===== src/rtl/pickup_code_entry_pkg.sv =====
// Shared types and constants for the pickup code entry block.
// Digits arrive as 4-bit nibbles from the keypad decoder; only 0..7 are real keys.
package pickup_code_entry_pkg;

    localparam int          DIGIT_W   = 4;
    localparam logic [3:0]  DIGIT_MAX = 4'd7;

    typedef enum logic [2:0] {
        S_IDLE,
        S_ENTRY,
        S_CHECK,
        S_OPEN,
        S_LOCK
    } state_t;

    function automatic int max3(input int a, input int b, input int c);
        int m;
        m = (a > b) ? a : b;
        return (m > c) ? m : c;
    endfunction

endpackage


===== src/rtl/pickup_code_entry_cycle_timer.sv =====
// Free-running cycle counter shared by the timeout, open and lock intervals.
// Stops at the programmed limit so it never wraps while the FSM sits idle.
module cycle_timer #(
    parameter int W = 15
) (
    input  logic         i_clk,
    input  logic         i_rst,
    input  logic         i_clear,
    input  logic [W-1:0] i_limit,
    output logic         o_done
);

    logic [W-1:0] r_cnt;

    assign o_done = (r_cnt == i_limit);

    always_ff @(posedge i_clk) begin
        if (i_rst || i_clear) begin
            r_cnt <= '0;
        end else if (!o_done) begin
            r_cnt <= r_cnt + 1'b1;
        end
    end

endmodule


===== src/rtl/pickup_code_entry.sv =====
// Collects keypad digits, compares them with the stored compartment code and
// drives unlock, error and lockout status with inter-digit timeout.
module pickup_code_entry
    import pickup_code_entry_pkg::*;
#(
    parameter int DIGITS      = 4,
    parameter int TIMEOUT_CYC = 5000,
    parameter int MAX_FAIL    = 3,
    parameter int LOCK_CYC    = 10000,
    parameter int OPEN_CYC    = 2000
) (
    input  logic                      i_clk_1k,
    input  logic                      i_rst,
    input  logic [DIGIT_W-1:0]        i_num_in,
    input  logic                      i_plus,
    input  logic [DIGIT_W*DIGITS-1:0] i_code_ref,
    output logic [DIGIT_W*DIGITS-1:0] o_entry,
    output logic [2:0]                o_count,
    output logic                      o_unlock,
    output logic                      o_err,
    output logic                      o_locked,
    output logic [1:0]                o_fail_cnt
);

    localparam int         TMR_W    = $clog2(max3(TIMEOUT_CYC, LOCK_CYC, OPEN_CYC)) + 1;
    localparam logic [2:0] LAST_CNT = 3'(DIGITS);
    localparam logic [1:0] FAIL_LIM = 2'(MAX_FAIL);

    state_t                    r_state;
    state_t                    w_next;
    logic                      r_plus_d;
    logic [DIGIT_W*DIGITS-1:0] r_entry;
    logic [2:0]                r_count;
    logic                      r_err;
    logic [1:0]                r_fail_cnt;

    logic                      w_key;
    logic                      w_valid;
    logic                      w_store;
    logic                      w_clear_entry;
    logic                      w_err_set;
    logic                      w_fail_inc;
    logic                      w_fail_clr;
    logic                      w_timer_kick;
    logic                      w_timer_clear;
    logic                      w_timer_done;
    logic [TMR_W-1:0]          w_limit;
    logic [1:0]                w_fail_next;

    // Only a fresh press of a real digit key counts; invalid codes are dropped.
    assign w_key       = i_plus & ~r_plus_d;
    assign w_valid     = w_key & (i_num_in <= DIGIT_MAX);
    assign w_fail_next = (r_fail_cnt == FAIL_LIM) ? r_fail_cnt : r_fail_cnt + 2'd1;

    always_ff @(posedge i_clk_1k) begin
        if (i_rst) begin
            r_state <= S_IDLE;
        end else begin
            r_state <= w_next;
        end
    end

    always_comb begin
        w_next        = r_state;
        w_store       = 1'b0;
        w_clear_entry = 1'b0;
        w_err_set     = 1'b0;
        w_fail_inc    = 1'b0;
        w_fail_clr    = 1'b0;
        w_timer_kick  = 1'b0;
        w_limit       = TMR_W'(TIMEOUT_CYC - 1);
        case (r_state)
            S_IDLE: begin
                if (w_valid) begin
                    w_store = 1'b1;
                    w_next  = S_ENTRY;
                end
            end
            S_ENTRY: begin
                if (r_count == LAST_CNT) begin
                    w_next = S_CHECK;
                end else if (w_valid) begin
                    w_store      = 1'b1;
                    w_timer_kick = 1'b1;
                end else if (w_timer_done) begin
                    w_err_set     = 1'b1;
                    w_clear_entry = 1'b1;
                    w_next        = S_IDLE;
                end
            end
            S_CHECK: begin
                w_clear_entry = 1'b1;
                if (r_entry == i_code_ref) begin
                    w_fail_clr = 1'b1;
                    w_next     = S_OPEN;
                end else begin
                    w_err_set  = 1'b1;
                    w_fail_inc = 1'b1;
                    w_next     = (w_fail_next == FAIL_LIM) ? S_LOCK : S_IDLE;
                end
            end
            S_OPEN: begin
                w_limit = TMR_W'(OPEN_CYC - 1);
                if (w_timer_done) begin
                    w_next = S_IDLE;
                end
            end
            S_LOCK: begin
                w_limit = TMR_W'(LOCK_CYC - 1);
                if (w_timer_done) begin
                    w_fail_clr = 1'b1;
                    w_next     = S_IDLE;
                end
            end
            default: begin
                w_next = S_IDLE;
            end
        endcase
    end

    assign w_timer_clear = w_timer_kick | (w_next != r_state);

    cycle_timer #(
        .W (TMR_W)
    ) u_timer (
        .i_clk   (i_clk_1k),
        .i_rst   (i_rst),
        .i_clear (w_timer_clear),
        .i_limit (w_limit),
        .o_done  (w_timer_done)
    );

    // Digit storage, error pulse and failure counter follow the FSM's decisions.
    always_ff @(posedge i_clk_1k) begin
        if (i_rst) begin
            r_plus_d   <= 1'b0;
            r_entry    <= '0;
            r_count    <= '0;
            r_err      <= 1'b0;
            r_fail_cnt <= '0;
        end else begin
            r_plus_d <= i_plus;
            r_err    <= w_err_set;
            if (w_clear_entry) begin
                r_entry <= '0;
                r_count <= '0;
            end else if (w_store) begin
                for (int i = 0; i < DIGITS; i++) begin
                    if (r_count == 3'(i)) begin
                        r_entry[i*DIGIT_W +: DIGIT_W] <= i_num_in;
                    end
                end
                r_count <= r_count + 3'd1;
            end
            if (w_fail_clr) begin
                r_fail_cnt <= '0;
            end else if (w_fail_inc) begin
                r_fail_cnt <= w_fail_next;
            end
        end
    end

    assign o_entry    = r_entry;
    assign o_count    = r_count;
    assign o_err      = r_err;
    assign o_fail_cnt = r_fail_cnt;
    assign o_unlock   = (r_state == S_OPEN);
    assign o_locked   = (r_state == S_LOCK);

endmodule

===== config.mk =====
export PLATFORM = sky130hd
export DESIGN_NAME = pickup_code_entry
export DESIGN_NICKNAME = d
export VERILOG_FILES = /design/src/rtl/pickup_code_entry_pkg.sv /design/src/rtl/pickup_code_entry_cycle_timer.sv /design/src/rtl/pickup_code_entry.sv
export SDC_FILE = /design/constraint.sdc
export NUM_CORES = 1
export LEC_CHECK = 0
export ABC_AREA = 1
export CORE_MARGIN = 10
export CORE_UTILIZATION = 38
export DETAILED_ROUTE_END_ITERATION = 8
export DONT_BUFFER_PORTS = 1
export PLACE_DENSITY = 0.54
export SYNTH_ARGS = -nofsm -noshare
export SYNTH_HDL_FRONTEND = slang
export SYNTH_SLANG_ARGS = --single-unit

===== constraint.sdc =====
create_clock -name i_clk_1k -period 3.6 [get_ports i_clk_1k]
set_input_delay 0.72 -clock i_clk_1k [delete_from_list [all_inputs] [get_ports i_clk_1k]]
set_output_delay 0.72 -clock i_clk_1k [all_outputs]
set_load 0.02 [all_outputs]

==> results.json <==
{
  "status": "finished, final reports clean",
  "yosysMostFrequentCell": "nand2_1",
  "ant_nets": 0,
  "grt_use_total_pct": 10.7,
  "die_w_um": 99.7,
  "criticalPathCategory": "reg2reg",
  "antenna_found_initial": 0,
  "initial_core_util_pct": 39.8,
  "synthArstFlopShare_pct": 0,
  "die_area_mm2": 0.00994,
  "finalCriticalPeriod_ns": 2.27,
  "syn_area_mm2": 0.00241,
  "synth_top_area_share_pct": 34.0,
  "synth_area_leaders": "dfxtp_1, nand2_1, inv_1",
  "cts-resized-gates": 0,
  "p_leak_nw": 1.06,
  "cap_violations": 0,
  "path_cells": "nand2_1 > nor2_2 > nand2_1 > nand2_2 > nor2_4 > nand3_4 > nand3_1 > nand3_2 > nand4_4 > nor2_1",
  "grt_pass1_vias": 1890,
  "hp-class": "in2reg",
  "worst-path-buf-inv": 0,
  "cts_hold_buf": 0,
  "placed_cells": 425,
  "numPortBuffers": 0,
  "synth_enable_flop_cells": 0,
  "num_vias": 1994,
  "max_freq_mhz": 440,
  "grt_pass1_wl_um": 8940,
  "wl_per_cell_um": 12.2,
  "critPathSlowestCell": "dfxtp_1",
  "grt_max_degree": 20,
  "rsz0062_at_grt": "false",
  "synth_cells": 354,
  "synth.avg_cell_area_um2": 6.82,
  "design.core.area_mm2": 0.00606,
  "fin_cells": 432,
  "fp.dieH_um": 99.7,
  "startpoint_type": "flop",
  "grt_overflow": 0,
  "finalHoldViolations": 0,
  "ys_types": 28,
  "wl_um": 5260,
  "yosys_warnings": 0,
  "num_rows": 28,
  "slowest_delay_ns": 0.49,
  "vias_per_cell": 4.62,
  "crit_arrival_ns": 2.48,
  "clock-sinks": 41,
  "ys_seq_area_share_pct": 34.0,
  "tns_ns": 0,
  "clk_latency_ns": 0.29,
  "power_density_mw_per_mm2": 346,
  "cpMostUsedCell": "nand2_1",
  "firstDrtPassIters": 4,
  "worstPathRequired_ns": 3.81,
  "peakVddDrop_uv": 171,
  "cts_buffers": 5,
  "crit_path_max_fanout": 15,
  "drv_slew": 0,
  "cts_tree": "yes",
  "synth.largest_area_cell": "dfxtp_1",
  "setup_viol": 0,
  "synth_flop_cell": "dfxtp_1",
  "root_buffer": "clkbuf_8",
  "ios": 47,
  "fin_crit_sh_pct": 63.1,
  "ys_top_cells_by_count": "nand2_1, inv_1, nor2_1",
  "gp_congestion": 0.868,
  "drive_above_1_share_pct": 10.9,
  "clock_path_buffers": 2,
  "clk_pin_slew_ns": 0.08,
  "fin_skew_ns": 0.00602,
  "worst_slew_margin_rel_pct": 68.7,
  "crit_path_end_kind": "flop",
  "synth_nets": 383,
  "layout.nets": 386,
  "dp_hpwl_um": 4180,
  "worstMarginPinSlew_ns": 0.468,
  "drc": 0,
  "antennaDiodeCount": 0,
  "htreeDepth": 2,
  "syn_to_final_growth_pct": 6.63,
  "ys_seq_elements": 41,
  "drtIter0Drc": 63,
  "postCtsSetupBuffers": 0,
  "path_delay_family": "simple AND/OR/NAND/NOR gates"
}
[placed cells by master, fill, tap and decap left out, types with 6 or more instances in the layout]
| cell type | netlist | layout |
|---|---|---|
| dfxtp_1 | 41 | 41 |
| inv_1 | 53 | 53 |
| xor2_1 | 12 | 12 |
| a21oi_1 | 18 | 18 |
| nand4_1 | 8 | 8 |
| nor2_4 | 12 | 12 |
| ha_1 | 6 | 6 |
| nand2_2 | 6 | 6 |
| nand2_1 | 96 | 96 |
| nand3_1 | 22 | 22 |
| nor2_1 | 49 | 49 |
[report_power, final]
group          internal [mW]  switching [mW]
Clock                  0.202           0.154
Combinational         0.0215          0.0422
Sequential             0.460          0.0119
Total                  0.683           0.208
[layout make-up]
| cell class | instances | area, um^2 |
|---|---|---|
| clock buffer | 5 | 68.8 |
| tap | 75 | 93.8 |
| sequential | 41 | 821 |
| fill | 633 | 3490 |
| inverter | 57 | 214 |
| multi-input combinational | 252 | 1340 |
| clock inverter | 2 | 35.0 |
[flip-flops by register name, summed over array words and instances, names as in the netlist]
name,flops
o_count,3
o_entry,16
o_fail_cnt,2
r_plus_d,1
r_state,3
o_err,1
u_timer.r_cnt,15
[worst paths after layout]
check                                start                             to  slack, ns  cells past startpoint
min                                  i_rst          r_state[0]$_SDFF_PP0_       0.49                      1
max                  r_state[1]$_SDFF_PP0_  u_timer.r_cnt[2]$_SDFFE_PP0N_       1.33                     10
max reg2reg          r_state[1]$_SDFF_PP0_  u_timer.r_cnt[2]$_SDFFE_PP0N_       1.33                     10
min reg2reg  u_timer.r_cnt[1]$_SDFFE_PP0N_  u_timer.r_cnt[1]$_SDFFE_PP0N_       0.56                      4
[per-layer routing]
layer / share of wire [%] / wire [um] / track usage (%) / vias up
li1: - / - / - / 1096
met1: 48 / 2520 / 13.3 / 852
met2: 43 / 2280 / 16.9 / 42
met3: 7.9 / 418 / 4.22 / 4
met4: 0.82 / 43 / 2.87 / 0
met5: 0 / 0 / 0 / -
[per-stage QoR]
stage	hold WS [ns]	setup WS, ns	cell area (um^2)	total power, mW	utilization [%]
4_1_cts	0.484	1.27	2570	0.906	42.5
3_3_place_gp	0.537	1.28	2470	0.547	40.8
3_5_place_dp	0.548	1.20	2470	0.548	40.8
5_1_grt	0.477	1.05	2570	0.937	42.5
6_report	0.491	1.33	2570	0.891	42.5
2_1_floorplan	0.514	1.66	2410	0.540	-
[worst register-to-register path, delay by kind of cell (launching register included)]
| kind | cells | cell delay [ns] |
|---|---|---|
| flops | 1 | 0.49 |
| simple gates | 10 | 1.72 |
[logic make-up (layout without fill, tap and decap cells)]
group,count (synthesis),in the layout,synth area share [%]
fa+ha+maj,6,6,3.11
simple gates,209,209,42.2
flops,41,41,34.0
compound gates,22,22,4.87
buf+inv,61,64,10.4
xor+xnor,15,15,5.44
No activity file was read; power rests on OpenSTA's default activity.
